$ cat config.mk
export PLATFORM = sky130hd
export DESIGN_NAME = counter_bank_with_strobe
export DESIGN_NICKNAME = d
export VERILOG_FILES = /design/src/rtl/counter_bank_with_strobe_pkg.sv /design/src/rtl/counter_bank_with_strobe_channel.sv /design/src/rtl/counter_bank_with_strobe.sv
export SDC_FILE = /design/constraint.sdc
export NUM_CORES = 1
export LEC_CHECK = 0
export CAP_MARGIN = 30
export CORE_ASPECT_RATIO = 1.2
export CORE_UTILIZATION = 50
export DETAILED_ROUTE_END_ITERATION = 8
export PLACE_DENSITY_LB_ADDON = 0.3
export RECOVER_POWER = 50
export SLEW_MARGIN = 20
export SYNTH_ARGS = -nofsm -noshare
export SYNTH_HDL_FRONTEND = slang
export SYNTH_SLANG_ARGS = --single-unit
$ cat constraint.sdc
create_clock -name clk -period 2 [get_ports clk]
set_input_delay 0.4 -clock clk [delete_from_list [all_inputs] [get_ports clk]]
set_output_delay 0.4 -clock clk [all_outputs]
set_load 0.01 [all_outputs]
$ cat src/rtl/counter_bank_with_strobe_pkg.sv
// counter_bank_with_strobe_pkg: shared mode encoding and channel-index width helper
package counter_bank_with_strobe_pkg;
  typedef enum logic {MODE_PERIODIC = 1'b0, MODE_ONESHOT = 1'b1} mode_e;
  function automatic int ch_w(input int n);
    return n > 1 ? $clog2(n) : 1;
  endfunction
endpackage

$ cat src/rtl/counter_bank_with_strobe_channel.sv
// counter_bank_with_strobe_channel: one event counter with programmable period and pipelined completion
module counter_bank_with_strobe_channel
  import counter_bank_with_strobe_pkg::*;
#(
  parameter int WIDTH   = 8,
  parameter int LATENCY = 0
) (
  input  logic             clk,
  input  logic             rst,
  input  logic             enable_i,
  input  logic             cfg_we_i,
  input  logic [WIDTH-1:0] cfg_period_i,
  input  logic             cfg_oneshot_i,
  output logic             strobe_o,
  output logic             ready_o,
  output logic             active_o
);
  logic [WIDTH-1:0] count_q, count_d, period_q, period_d;
  mode_e mode_q, mode_d;
  logic active_q, active_d, strobe_q, strobe_d;
  logic [LATENCY:0] v, h;
  logic fire, hit;
  assign v[0] = enable_i && ready_o && active_q && period_q != '0 && !cfg_we_i;
  // State is frozen while an op is in flight, so the compare can be taken at accept time
  assign h[0] = count_q == period_q;
  assign fire = v[LATENCY];
  assign hit  = h[LATENCY];
  generate
    if (LATENCY > 0) begin : g_pipe
      logic [LATENCY-1:0] v_q, h_q;
      always_ff @(posedge clk) begin
        v_q <= (rst || cfg_we_i) ? '0 : v[LATENCY-1:0];
        h_q <= h[LATENCY-1:0];
      end
      assign v[LATENCY:1] = v_q;
      assign h[LATENCY:1] = h_q;
      assign ready_o = ~|v_q;
    end else begin : g_nopipe
      assign ready_o = 1'b1;
    end
  endgenerate
  assign period_d = cfg_we_i ? cfg_period_i : period_q;
  assign mode_d   = cfg_we_i ? mode_e'(cfg_oneshot_i) : mode_q;
  assign count_d  = (cfg_we_i || (fire && hit)) ? WIDTH'(1) : fire ? count_q + 1'b1 : count_q;
  assign active_d = cfg_we_i || (active_q && !(fire && hit && mode_q == MODE_ONESHOT));
  assign strobe_d = fire && hit && !cfg_we_i;
  always_ff @(posedge clk) begin
    if (rst) begin
      count_q  <= WIDTH'(1);
      period_q <= '1;
      mode_q   <= MODE_PERIODIC;
      active_q <= 1'b1;
      strobe_q <= 1'b0;
    end else begin
      count_q  <= count_d;
      period_q <= period_d;
      mode_q   <= mode_d;
      active_q <= active_d;
      strobe_q <= strobe_d;
    end
  end
  assign strobe_o = strobe_q;
  assign active_o = active_q;
`ifdef FORMAL
  a_strobe_pulse: assert property (@(posedge clk) disable iff (rst) strobe_q && period_q > 1 |=> !strobe_q);
  a_oneshot_disarm: assert property (@(posedge clk) disable iff (rst) strobe_q && mode_q == MODE_ONESHOT |-> !active_q);
`endif
endmodule

$ cat src/rtl/counter_bank_with_strobe.sv
// counter_bank_with_strobe: bank of independent strobe counters with addressed configuration
module counter_bank_with_strobe
  import counter_bank_with_strobe_pkg::*;
#(
  parameter int WIDTH    = 8,
  parameter int CHANNELS = 4,
  parameter int LATENCY  = 0
) (
  input  logic                          clk,
  input  logic                          rst,
  input  logic [CHANNELS-1:0]           enable_i,
  input  logic                          cfg_we_i,
  input  logic [ch_w(CHANNELS)-1:0]     cfg_ch_i,
  input  logic [WIDTH-1:0]              cfg_period_i,
  input  logic                          cfg_oneshot_i,
  output logic [CHANNELS-1:0]           strobe_o,
  output logic [CHANNELS-1:0]           ready_o,
  output logic [CHANNELS-1:0]           active_o
);
  localparam int CW = ch_w(CHANNELS);
  for (genvar c = 0; c < CHANNELS; c++) begin : g_ch
    counter_bank_with_strobe_channel #(.WIDTH(WIDTH), .LATENCY(LATENCY)) u_ch (
      .clk          (clk),
      .rst          (rst),
      .enable_i     (enable_i[c]),
      .cfg_we_i     (cfg_we_i && cfg_ch_i == CW'(c)),
      .cfg_period_i (cfg_period_i),
      .cfg_oneshot_i(cfg_oneshot_i),
      .strobe_o     (strobe_o[c]),
      .ready_o      (ready_o[c]),
      .active_o     (active_o[c])
    );
  end
endmodule

==> results of run 1 <==
## cell usage after synthesis (3+ instances only)
library cell / n
nand3b_1: 27
a31oi_1: 9
a31o_1: 3
dfxtp_1: 76
nand3_1: 18
o21bai_1: 4
buf_2: 5
nand4_1: 8
a211o_1: 9
nor3_1: 9
a21oi_1: 5
nor2b_1: 17
nor2_1: 29
a22o_1: 11
o21ai_0: 14
xor2_1: 8
nand2_1: 77
clkbuf_1: 10
ha_1: 4
nor4_1: 9
xnor2_1: 24
a221o_1: 6
or2_2: 4
buf_4: 12
and3_1: 14
nand2b_1: 3
## logic make-up after synthesis
family                     count (synthesis)  share of synthesized area [%]
buffers and inverters                     30                           4.34
DFF                                       76                           40.3
and+or+nand+nor                          229                           31.9
other                                      1                         0.0993
AOI/OAI and AO/OA                         70                           14.4
adders and majority gates                  4                           1.33
xor gates and xnor gates                  32                           7.42
muxes                                      1                          0.265
## placed cells by master (no fill, tap or decap), drive strengths merged, types with 9 or more instances in the layout
cell | synthesis | final
buf | 18 | 25
nor2b | 17 | 17
o21ai | 15 | 15
nand3b | 27 | 27
nand3 | 18 | 18
a31oi | 9 | 9
a211o | 9 | 9
dfxtp | 76 | 76
a22o | 11 | 11
nor2 | 29 | 29
and3 | 14 | 14
xnor2 | 24 | 24
nor3 | 10 | 10
nand2 | 77 | 77
clkdlybuf4s50 | 0 | 17
nor4 | 9 | 9
clkbuf | 10 | 18
## metal layers
metal,share of wire [%],up-vias
met3,3.9,13
met5,0,-
met2,48,57
met1,46,1534
met4,1.9,0
li1,-,1641
## per-stage QoR
stage,hold WS (ns),cells
final,0.478,577
after global routing,0.503,577
after CTS,0.475,577
after detailed placement,0.463,562
after global placement,0.459,562
after floorplan,0.437,446
## power by group through the flow
stage,Sequential [mW],Combinational [mW],Clock (mW)
global placement,1.67,0.368,0
detailed placement,1.67,0.377,0
finish,1.63,0.377,1.11
CTS,1.63,0.380,1.14
floorplan,1.65,0.244,0
global route,1.64,0.418,1.20
## critical path, delay by kind of cell
kind,cells,cell delay [ns]
and+or+nand+nor,2,0.50
AOI/OAI and AO/OA,3,0.71
buffers and inverters,1,0.52
## how the worst max path moves through the flow
stage | start | end | slack (ns) | cells after the start
2_1_floorplan | cfg_ch_i[1] | g_ch[1].u_ch.count_q[6] | 0.32 | 5
3_3_place_gp | cfg_ch_i[0] | g_ch[1].u_ch.count_q[6] | -0.17 | 6
3_5_place_dp | cfg_we_i | g_ch[0].u_ch.count_q[5] | -0.22 | 7
4_1_cts | cfg_we_i | g_ch[0].u_ch.count_q[3] | 0.15 | 7
5_1_grt | cfg_we_i | g_ch[0].u_ch.count_q[3] | 0.01 | 6
6_report | cfg_we_i | g_ch[0].u_ch.count_q[3] | 0.11 | 6
## area by class of cell
class	count	area share [%]
multi-input cells	340	47.8
flip-flops and latches	76	34.6
repair buffers	54	10.6
clock buffers	14	4.15
well taps	90	2.56
inverters	2	0.171
clock inverters	1	0.114
## sequential cells by signal (all words and copies together), names as in the netlist
signal	flops
g_ch.u_ch.period_q	32
g_ch.u_ch.count_q	32
g_ch.u_ch.active_o	4
g_ch.u_ch.mode_q	4
g_ch.u_ch.strobe_o	4
==> results.rst, run 1 <==
.. list-table::
   :header-rows: 1

   * - Metric
     - Value
   * - Signal arrival time at the worst endpoint
     - 2.12 ns
   * - Final setup fails
     - 0
   * - Number of synthesized flops with an enable pin
     - 0
   * - Slowest stage cell, crit path
     - clkdlybuf4s50_1
   * - Total design power
     - 3.13 mW
   * - Internal power of the cells
     - roughly 2.3 mW
   * - Cell type contributing the most total cell area after synthesis
     - dfxtp_1
   * - End point of the worst hold path
     - g_ch[3].u_ch.mode_q
   * - Via count
     - approximately 3200
   * - Clock tree root buffer cell
     - clkbuf_8
   * - Worst slew margin
     - approximately 66%
   * - Synth warnings
     - 0
   * - Final Slew Violations
     - 0
   * - Count of filler cells inserted in the layout
     - approximately 620
   * - Power share of the clock group
     - ~36%
   * - DP HPWL
     - 5830 um
   * - Hold-fix buffers, CTS
     - 0
   * - Start point of the worst hold path
     - g_ch[3].u_ch.mode_q
   * - Number of buffers inserted to repair setup after CTS
     - 0
   * - HP Class
     - flip-flop to flip-flop
   * - WP data required
     - around 2.2 ns
   * - Maximum Capacitance Violations
     - 0
   * - Height of the die
     - roughly 100 um
   * - I/O pin count
     - 30
   * - Largest net degree at the start of global routing
     - 24
   * - WS Path Type
     - primary input to flip-flop
   * - Drt initial violations
     - 210
   * - Placeable core region
     - 0.00727 mm^2
   * - Leak
     - around 1.7 nW
   * - Number of buffers created by CTS
     - 9
   * - Post-layout nets
     - just over 500
   * - Vias in the first global route
     - 3184
   * - Final Core Density
     - around 60%
   * - Area of the multi-input gates
     - between 0.002 and 0.0025 mm^2
   * - Gate count after technology mapping
     - 443
   * - CTS HTree Levels
     - 3
   * - Critical path cell sequence
     - clkdlybuf4s50_1 -> nor3b_2 -> a211oi_2 -> nand2b_1 -> o21ai_0 -> a22o_1
   * - ANT cells
     - 0
   * - Actual slew at the worst max-slew pin
     - slightly above 0.5 ns
   * - Routing usage on met2
     - between 30 and 40%
   * - First-pass GRT wire length
     - between 10000 and 15000 um
   * - Total global routing overflow
     - 0
   * - Async set-or-reset flop fraction in the synthesized netlist
     - 0%
   * - Pwr per Cell Area
     - 711 mW/mm^2
   * - Final total negative setup slack
     - 0 ns
   * - Clock latency of the later-clocked register in the worst-skew pair
     - between 0.3 and 0.4 ns
   * - Switching component of the power
     - ~0.8 mW
   * - Effective utilization at floorplan
     - 51.9%
   * - Run status
     - finished, final reports clean
   * - Switching share of power
     - between 20% and 30%
   * - FMAX
     - between 500 and 600 MHz
   * - DRC errors left
     - 0
   * - Count of buffers inserted at the top-level ports
     - 25
   * - Via density
     - 5.62
   * - Worst Setup Start Kind
     - primary input
   * - Final Cycle Share
     - around 95%
   * - Die Footprint
     - between 0.007 and 0.008 mm^2
   * - Gpl congestion
     - approximately 0.82
   * - Area of placed instances
     - around 0.0042 mm^2
   * - Post-Layout Inst Area
     - approximately 0.0044 mm^2
   * - Sequential Power Share
     - between 50% and 60%
   * - Worst R2R Path Depth
     - 5
   * - Clock Path Buffers
     - 2
   * - Top fanout value on the critical path
     - 7
   * - Critical Path End Type
     - flip-flop
   * - Flop-to-flop setup slack
     - 0.27 ns
   * - Initial DRT Pass Iterations
     - 4
   * - Gate power share
     - about 12%
   * - Total standard cell area after synthesis
     - between 0.003 and 0.004 mm^2
   * - Pre-CTS setup slack
     - -0.216 ns
   * - Number of antenna-violating nets in the routed design
     - 0
   * - RSZ-0062 raised after global routing
     - false
   * - Final Critical Period
     - roughly 1.9 ns
   * - Clock tree from TritonCTS
     - done
   * - Antenna violations before repair
     - 0
   * - Overall fraction of global-route tracks in use
     - approximately 22%
   * - Worst clock skew
     - about 0.009 ns
   * - Fraction of synthesized cell area taken by the top area cell type
     - approximately two fifths
   * - Reg2Reg Capture Point
     - g_ch[2].u_ch.count_q[2]
   * - Share of layout cells above drive strength 1
     - around 10%
   * - Clock-pin slew of the registers on the worst-case setup and hold paths
     - about 0.07 ns
   * - Row Count
     - 34
   * - Biggest area contributors in the synthesized netlist
     - dfxtp_1, nand2_1, xnor2_1, nand3b_1, nor2_1
   * - Busiest grt layer
     - met2
   * - Max incr delay on CP
     - 0.52 ns
   * - CTS Sinks
     - between 70 and 80
   * - Area Overhead vs Synth
     - 16.5%
   * - Total routed wirelength
     - approximately 8100 um
   * - Met3 usage in global routing
     - about 3.7%
   * - Fraction of met1 tracks used by global routing
     - between 20% and 30%
   * - Launching point of the worst reg2reg path
     - g_ch[2].u_ch.count_q[5]
   * - Worst voltage drop across the vdd grid
     - between 0.0004 and 0.0005 V
   * - Mean post-synth cell area
     - 8.52 um^2
   * - Number of stages on the worst hold path
     - 2
   * - Worst setup slack after layout
     - between 0.1 and 0.15 ns
   * - Detail-routed net length per standard cell
     - 14.1 um
   * - Commonest register cell after synthesis
     - dfxtp_1
   * - #FFs+latches synth
     - 76
   * - Final Hold Fails
     - 0
   * - Number of library cell types mapped by synthesis
     - between 40 and 50
   * - Sequential fraction of the synthesis area
     - a little over 40%
   * - Sequential standard cell area
     - about 0.0015 mm^2
   * - Floorplan die width
     - slightly above 80 um
   * - Post_cts resized
     - 0
(Power assumes the default switching activity.)
==> run 2: changes to the inputs <==
--- a/config.mk
+++ b/config.mk
@@ -5,7 +5,6 @@
 export SDC_FILE = /design/constraint.sdc
 export NUM_CORES = 1
 export LEC_CHECK = 0
-export CAP_MARGIN = 30
 export CORE_ASPECT_RATIO = 1.2
 export CORE_UTILIZATION = 50
 export DETAILED_ROUTE_END_ITERATION = 8
==> results of run 2 <==
Same layout as run 1: the final DEF is identical, and so are final timing and power.
